`config.mk`:
```
export PLATFORM = sky130hd
export DESIGN_NAME = sc_fifo2
export DESIGN_NICKNAME = d
export VERILOG_FILES = /design/src/rtl/sc_fifo2.sv
export SDC_FILE = /design/constraint.sdc
export NUM_CORES = 2
export LEC_CHECK = 0
export CORE_UTILIZATION = 45
export CTS_CLUSTER_DIAMETER = 150
export CTS_CLUSTER_SIZE = 28
export DETAILED_ROUTE_END_ITERATION = 16
export HOLD_SLACK_MARGIN = 0.12
export SLEW_MARGIN = 10
export SYNTH_ARGS = -nofsm -noshare
export SYNTH_HDL_FRONTEND = slang
export SYNTH_SLANG_ARGS = --single-unit
```
`constraint.sdc`:
```
create_clock -name clk -period 4.6 [get_ports clk]
set_input_delay 0.92 -clock clk [delete_from_list [all_inputs] [get_ports clk]]
set_output_delay 0.92 -clock clk [all_outputs]
set_load 0.005 [all_outputs]
```
`src/rtl/sc_fifo2.sv`:
```
// sc_fifo2 - single-clock synchronous FIFO used as a slave-channel buffer in
// the MCDF data path. Read data is registered (one cycle after rd_en is
// sampled), and the FIFO reports empty/full plus a free-space margin that an
// upstream arbiter uses to decide how many more words it may send.
//
// Optional build macro: SC_FIFO2_ERR_FLAGS_EN adds one-cycle overflow and
// underflow pulse outputs. With the macro undefined those ports do not exist.
//
// Flags and margin are held in registers that are loaded from the next
// occupancy count, so they always equal the combinational functions of the
// current count while being driven straight from flops.
module sc_fifo2 #(
  parameter int DATA_WIDTH = 32,
  parameter int DATA_DEPTH = 64
) (
  input  logic                          clk,
  input  logic                          rst_n,
  input  logic [DATA_WIDTH-1:0]         data_in,
  input  logic                          rd_en,
  input  logic                          wr_en,
  output logic [DATA_WIDTH-1:0]         data_out,
  output logic                          empty,
  output logic                          full,
`ifdef SC_FIFO2_ERR_FLAGS_EN
  output logic                          overflow,
  output logic                          underflow,
`endif
  output logic [$clog2(DATA_DEPTH)-1:0] FIFO_margin_o
);

  localparam int AW = $clog2(DATA_DEPTH);
  localparam int CW = AW + 1;

  // Storage and pointers
  logic [DATA_WIDTH-1:0] mem_r [DATA_DEPTH];
  logic [AW-1:0]         wr_ptr_r;
  logic [AW-1:0]         rd_ptr_r;
  logic [CW-1:0]         count_r;
  logic [DATA_WIDTH-1:0] data_out_r;
  logic                  empty_r;
  logic                  full_r;
  logic [AW-1:0]         margin_r;

  // Next-state helpers
  logic                  wr_acc_s;
  logic                  rd_acc_s;
  logic [CW-1:0]         count_nxt_s;
  logic [CW-1:0]         free_nxt_s;
  logic [AW-1:0]         margin_nxt_s;
  logic                  empty_nxt_s;
  logic                  full_nxt_s;

`ifdef SC_FIFO2_ERR_FLAGS_EN
  logic                  overflow_r;
  logic                  underflow_r;
  logic                  overflow_nxt_s;
  logic                  underflow_nxt_s;
`endif

  // Accept/reject decisions based on the flags as they stand before the edge
  always_comb begin
    wr_acc_s = 1'b0;
    rd_acc_s = 1'b0;
    if (wr_en && !full_r) begin
      wr_acc_s = 1'b1;
    end else begin
      wr_acc_s = 1'b0;
    end
    if (rd_en && !empty_r) begin
      rd_acc_s = 1'b1;
    end else begin
      rd_acc_s = 1'b0;
    end
  end

  // Occupancy update: a simultaneous accepted read and write cancel out
  always_comb begin
    count_nxt_s = count_r;
    case ({wr_acc_s, rd_acc_s})
      2'b10:   count_nxt_s = count_r + CW'(1);
      2'b01:   count_nxt_s = count_r - CW'(1);
      default: count_nxt_s = count_r;
    endcase
  end

  // Flags and free-space margin derived from the next count; margin saturates
  // one below the depth so it fits in AW bits (empty FIFO reports depth-1)
  always_comb begin
    empty_nxt_s  = 1'b0;
    full_nxt_s   = 1'b0;
    free_nxt_s   = CW'(DATA_DEPTH) - count_nxt_s;
    margin_nxt_s = {AW{1'b0}};
    if (count_nxt_s == {CW{1'b0}}) begin
      empty_nxt_s = 1'b1;
    end else begin
      empty_nxt_s = 1'b0;
    end
    if (count_nxt_s == CW'(DATA_DEPTH)) begin
      full_nxt_s = 1'b1;
    end else begin
      full_nxt_s = 1'b0;
    end
    if (free_nxt_s > CW'(DATA_DEPTH - 1)) begin
      margin_nxt_s = {AW{1'b1}};
    end else begin
      margin_nxt_s = free_nxt_s[AW-1:0];
    end
  end

  // Pointer, count, flag and margin registers
  always_ff @(posedge clk or negedge rst_n) begin
    if (!rst_n) begin
      wr_ptr_r <= {AW{1'b0}};
      rd_ptr_r <= {AW{1'b0}};
      count_r  <= {CW{1'b0}};
      empty_r  <= 1'b1;
      full_r   <= 1'b0;
      margin_r <= {AW{1'b1}};
    end else begin
      if (wr_acc_s) begin
        wr_ptr_r <= wr_ptr_r + AW'(1);
      end
      if (rd_acc_s) begin
        rd_ptr_r <= rd_ptr_r + AW'(1);
      end
      count_r  <= count_nxt_s;
      empty_r  <= empty_nxt_s;
      full_r   <= full_nxt_s;
      margin_r <= margin_nxt_s;
    end
  end

  // Storage array write port; contents are not cleared by reset
  always_ff @(posedge clk) begin
    if (wr_acc_s) begin
      mem_r[wr_ptr_r] <= data_in;
    end
  end

  // Registered read port; holds the last word when a read is not accepted
  always_ff @(posedge clk or negedge rst_n) begin
    if (!rst_n) begin
      data_out_r <= {DATA_WIDTH{1'b0}};
    end else if (rd_acc_s) begin
      data_out_r <= mem_r[rd_ptr_r];
    end
  end

`ifdef SC_FIFO2_ERR_FLAGS_EN
  // Error conditions: write into a full FIFO with no read freeing a slot,
  // and read from an empty FIFO
  always_comb begin
    overflow_nxt_s  = 1'b0;
    underflow_nxt_s = 1'b0;
    if (wr_en && full_r && !rd_en) begin
      overflow_nxt_s = 1'b1;
    end else begin
      overflow_nxt_s = 1'b0;
    end
    if (rd_en && empty_r) begin
      underflow_nxt_s = 1'b1;
    end else begin
      underflow_nxt_s = 1'b0;
    end
  end

  // One-cycle error pulse registers
  always_ff @(posedge clk or negedge rst_n) begin
    if (!rst_n) begin
      overflow_r  <= 1'b0;
      underflow_r <= 1'b0;
    end else begin
      overflow_r  <= overflow_nxt_s;
      underflow_r <= underflow_nxt_s;
    end
  end

  assign overflow  = overflow_r;
  assign underflow = underflow_r;
`endif

  assign data_out      = data_out_r;
  assign empty         = empty_r;
  assign full          = full_r;
  assign FIFO_margin_o = margin_r;

endmodule

```
==> flow_metrics.env <==
export IMPL_multi_input_area_mm2=0.0173
export IMPL_clk_pin_slew_ps=120
export IMPL_finalHoldViolCount=0
export IMPL_instances_no_fill=5809
export IMPL_finClkSkew_ps=28.0
export IMPL_ys_seq_elements=2107
export IMPL_worstPathRequired_ps=5190
export IMPL_grt_pass1_vias=35800
export IMPL_start_kind="register"
export IMPL_critPathCapture="data_out[0]$_DFFE_PN0P_"
export IMPL_cellLeakagePower_nw=26.4
export IMPL_synth_top_area_share_pct=76.3
export IMPL_hpwl_um=102000
export IMPL_dp_cells=5670
export IMPL_top_layer_used="met5"
export IMPL_fp_dieH_um=425
export IMPL_synth_cell_types=56
export IMPL_syn_area_per_cell_um2=24.5
export IMPL_cts_inserted_buffers=85
export IMPL_fill_cells=13700
export IMPL_layout_drive_gt1_share_pct=30.2
export IMPL_crit_fanout=26
export IMPL_r2r_setup_slack_ps=840
export IMPL_place_area_mm2=0.0857
export IMPL_vdd_ir_drop_max_uv=482
export IMPL_ys_seq_area_share_pct=78.1
export IMPL_reg2reg_to="data_out[0]$_DFFE_PN0P_"
export IMPL_cts_hold_buffers=0
export IMPL_cp_arrival_ps=4360
export IMPL_viasPerCell=6.11
export IMPL_root_buffer="clkbuf_16"
export IMPL_vias=35500
export IMPL_wl_um=196000
export IMPL_fin_nets=3463
export IMPL_rsz0062_at_grt="false"
export IMPL_setup_tns_ps=0
export IMPL_grt_use_total_pct=21.8
export IMPL_hp_class="input pin to asynchronous set/reset pin"
export IMPL_die_x_um=425
export IMPL_syn_nets=3335
export IMPL_wl_met3_um=11700
export IMPL_grt_overflow=0
export IMPL_status="finished clean"
export IMPL_wl_met1_um=80800
export IMPL_area_growth_pct=9.40
export IMPL_ios=76
export IMPL_worstSetupPathType="register to register"
export IMPL_postCtsSetupBuffers=0
export IMPL_ant_nets=0
export IMPL_finalCritPeriodShare_pct=81.8
export IMPL_power_density_mw_per_mm2=536
export IMPL_syn_instance_count=3292
export IMPL_initial_utilization_pct=45.5
export IMPL_rr_worst_depth=8
export IMPL_syn_cell_area_mm2=0.0806
export IMPL_drv_cap=0
export IMPL_synth_area_leaders="edfxtp_1, mux4_2, dfrtp_1"
export IMPL_cts_sinks=2107
export IMPL_clockBufferDepth=3
export IMPL_io_buffers=75
export IMPL_h_tree_depth=3
export IMPL_end_kind="register"
export IMPL_grt_pass1_wl_um=276000
export IMPL_gp_congestion=0.787
export IMPL_antenna_found_initial=9
export IMPL_drcViolationCount=0
export IMPL_yosysTopAreaCell="edfxtp_1"
export IMPL_layout_common_cells="edfxtp_1, mux4_2, buf_4, clkbuf_16, nor2_4"
export IMPL_worst_slew_margin_rel_pct=19.5
export IMPL_routedWlPerCell_um=33.8
export IMPL_worstMarginPinSlew_ps=1210
export IMPL_drt_iter0_drc=4337
export IMPL_finalMaxSlewViolations=0
export IMPL_synth_edff_count=2048
export IMPL_clkLatencyLatePin_ps=730
export IMPL_max_freq_mhz=266
export IMPL_dieArea_mm2=0.181
export IMPL_rr_startpoint="rd_ptr_r[0]$_DFFE_PN0P_"
export IMPL_design_area_mm2=0.0882
export IMPL_cts_tree="built"
export IMPL_rows=154
export IMPL_final_common_cell="edfxtp_1"
export IMPL_ctsResizeCount=0
export IMPL_firstDrtPassIters=5
export IMPL_setup_viol=0
export IMPL_grt_max_degree=103
export IMPL_yosys_warnings=0
export IMPL_min_period_ps=3760
export IMPL_core_mm2=0.177
export IMPL_wl_met2_um=98400
export IMPL_ys_flop_type="edfxtp_1"
export IMPL_register_area_mm2=0.0630
export IMPL_async_reset_ff_share_pct=2.80
export IMPL_cp_startpoint="rd_ptr_r[0]$_DFFE_PN0P_"
## cell families (layout without fill, tap and decap cells)
group                      Yosys count  in the layout  share of synthesized area (%)
and+or+nand+nor                    185            185                           1.10
DFF                               2107           2107                           78.1
AOI/OAI and AO/OA                   72             72                          0.751
adders and majority gates            7              7                          0.109
buffers and inverters              205            379                           1.07
muxes                              699            699                           18.7
other                                0              3                              0
xor gates and xnor gates            17             17                          0.185
## per-layer routing
metal	track usage, %	up-vias
met5	0	-
met4	5.31	4
met3	2.96	197
met2	36.4	1162
met1	30.7	19800
li1	-	14400
## power by group
group          total, mW  internal (mW)  switching [mW]
combinational       15.1           7.51            7.62
sequential          22.9           22.0           0.874
clock               9.25           3.62            5.63
## cell usage after synthesis, drive strengths merged (14+ instances only)
master / count
clkbuf: 98
mux2i: 32
mux2: 27
mux4: 640
edfxtp: 2048
xnor2: 14
nand2: 19
nor2: 78
a221o: 26
nor3: 32
dfrtp: 52
buf: 94
## sequential cells by signal, indices dropped and copies added, names as in the netlist
name / cells
full: 1
empty: 1
data_out: 32
FIFO_margin_o: 6
wr_ptr_r: 6
count_r: 7
mem_r: 2048
rd_ptr_r: 6
## metrics by stage
stage	hold slack (ps)	worst slack (ps)	power (mW)	util (%)
after floorplan	505	552	33.0	-
after global placement	547	347	38.6	48.4
after detailed placement	555	368	38.7	48.4
after CTS	233	822	47.7	49.8
after global routing	266	698	48.9	49.8
final	272	835	47.3	49.8
## layout make-up
class / count / area share, %
flip-flops and latches: 2107 / 71.4
multi-input cells: 980 / 19.6
well taps: 2340 / 3.32
repair buffers: 233 / 2.83
clock buffers: 129 / 2.67
clock inverters: 4 / 0.0894
inverters: 13 / 0.0553
diodes: 3 / 0.00851
## worst min-delay path by stage
stage | start | cells past startpoint | slack [ps] | end
after floorplan | data_out[10]$_DFFE_PN0P_ | 1 | 510 | data_out[10]$_DFFE_PN0P_
after global placement | data_out[30]$_DFFE_PN0P_ | 1 | 550 | data_out[30]$_DFFE_PN0P_
after detailed placement | data_out[12]$_DFFE_PN0P_ | 1 | 550 | data_out[12]$_DFFE_PN0P_
after CTS | rst_n | 1 | 230 | count_r[3]$_DFF_PN0_
after global routing | rst_n | 1 | 270 | count_r[3]$_DFF_PN0_
final | rst_n | 1 | 270 | count_r[3]$_DFF_PN0_
## critical path, stage by stage (launching register included)
cell and delay (ps):
dfrtp_4 950, buf_12 310, buf_12 240, mux4_2 540, mux4_2 510, nor2b_1 150, a2111oi_0 590, buf_4 250
a311oi_1 50
Note: power is estimated with default switching activity, not from simulation.
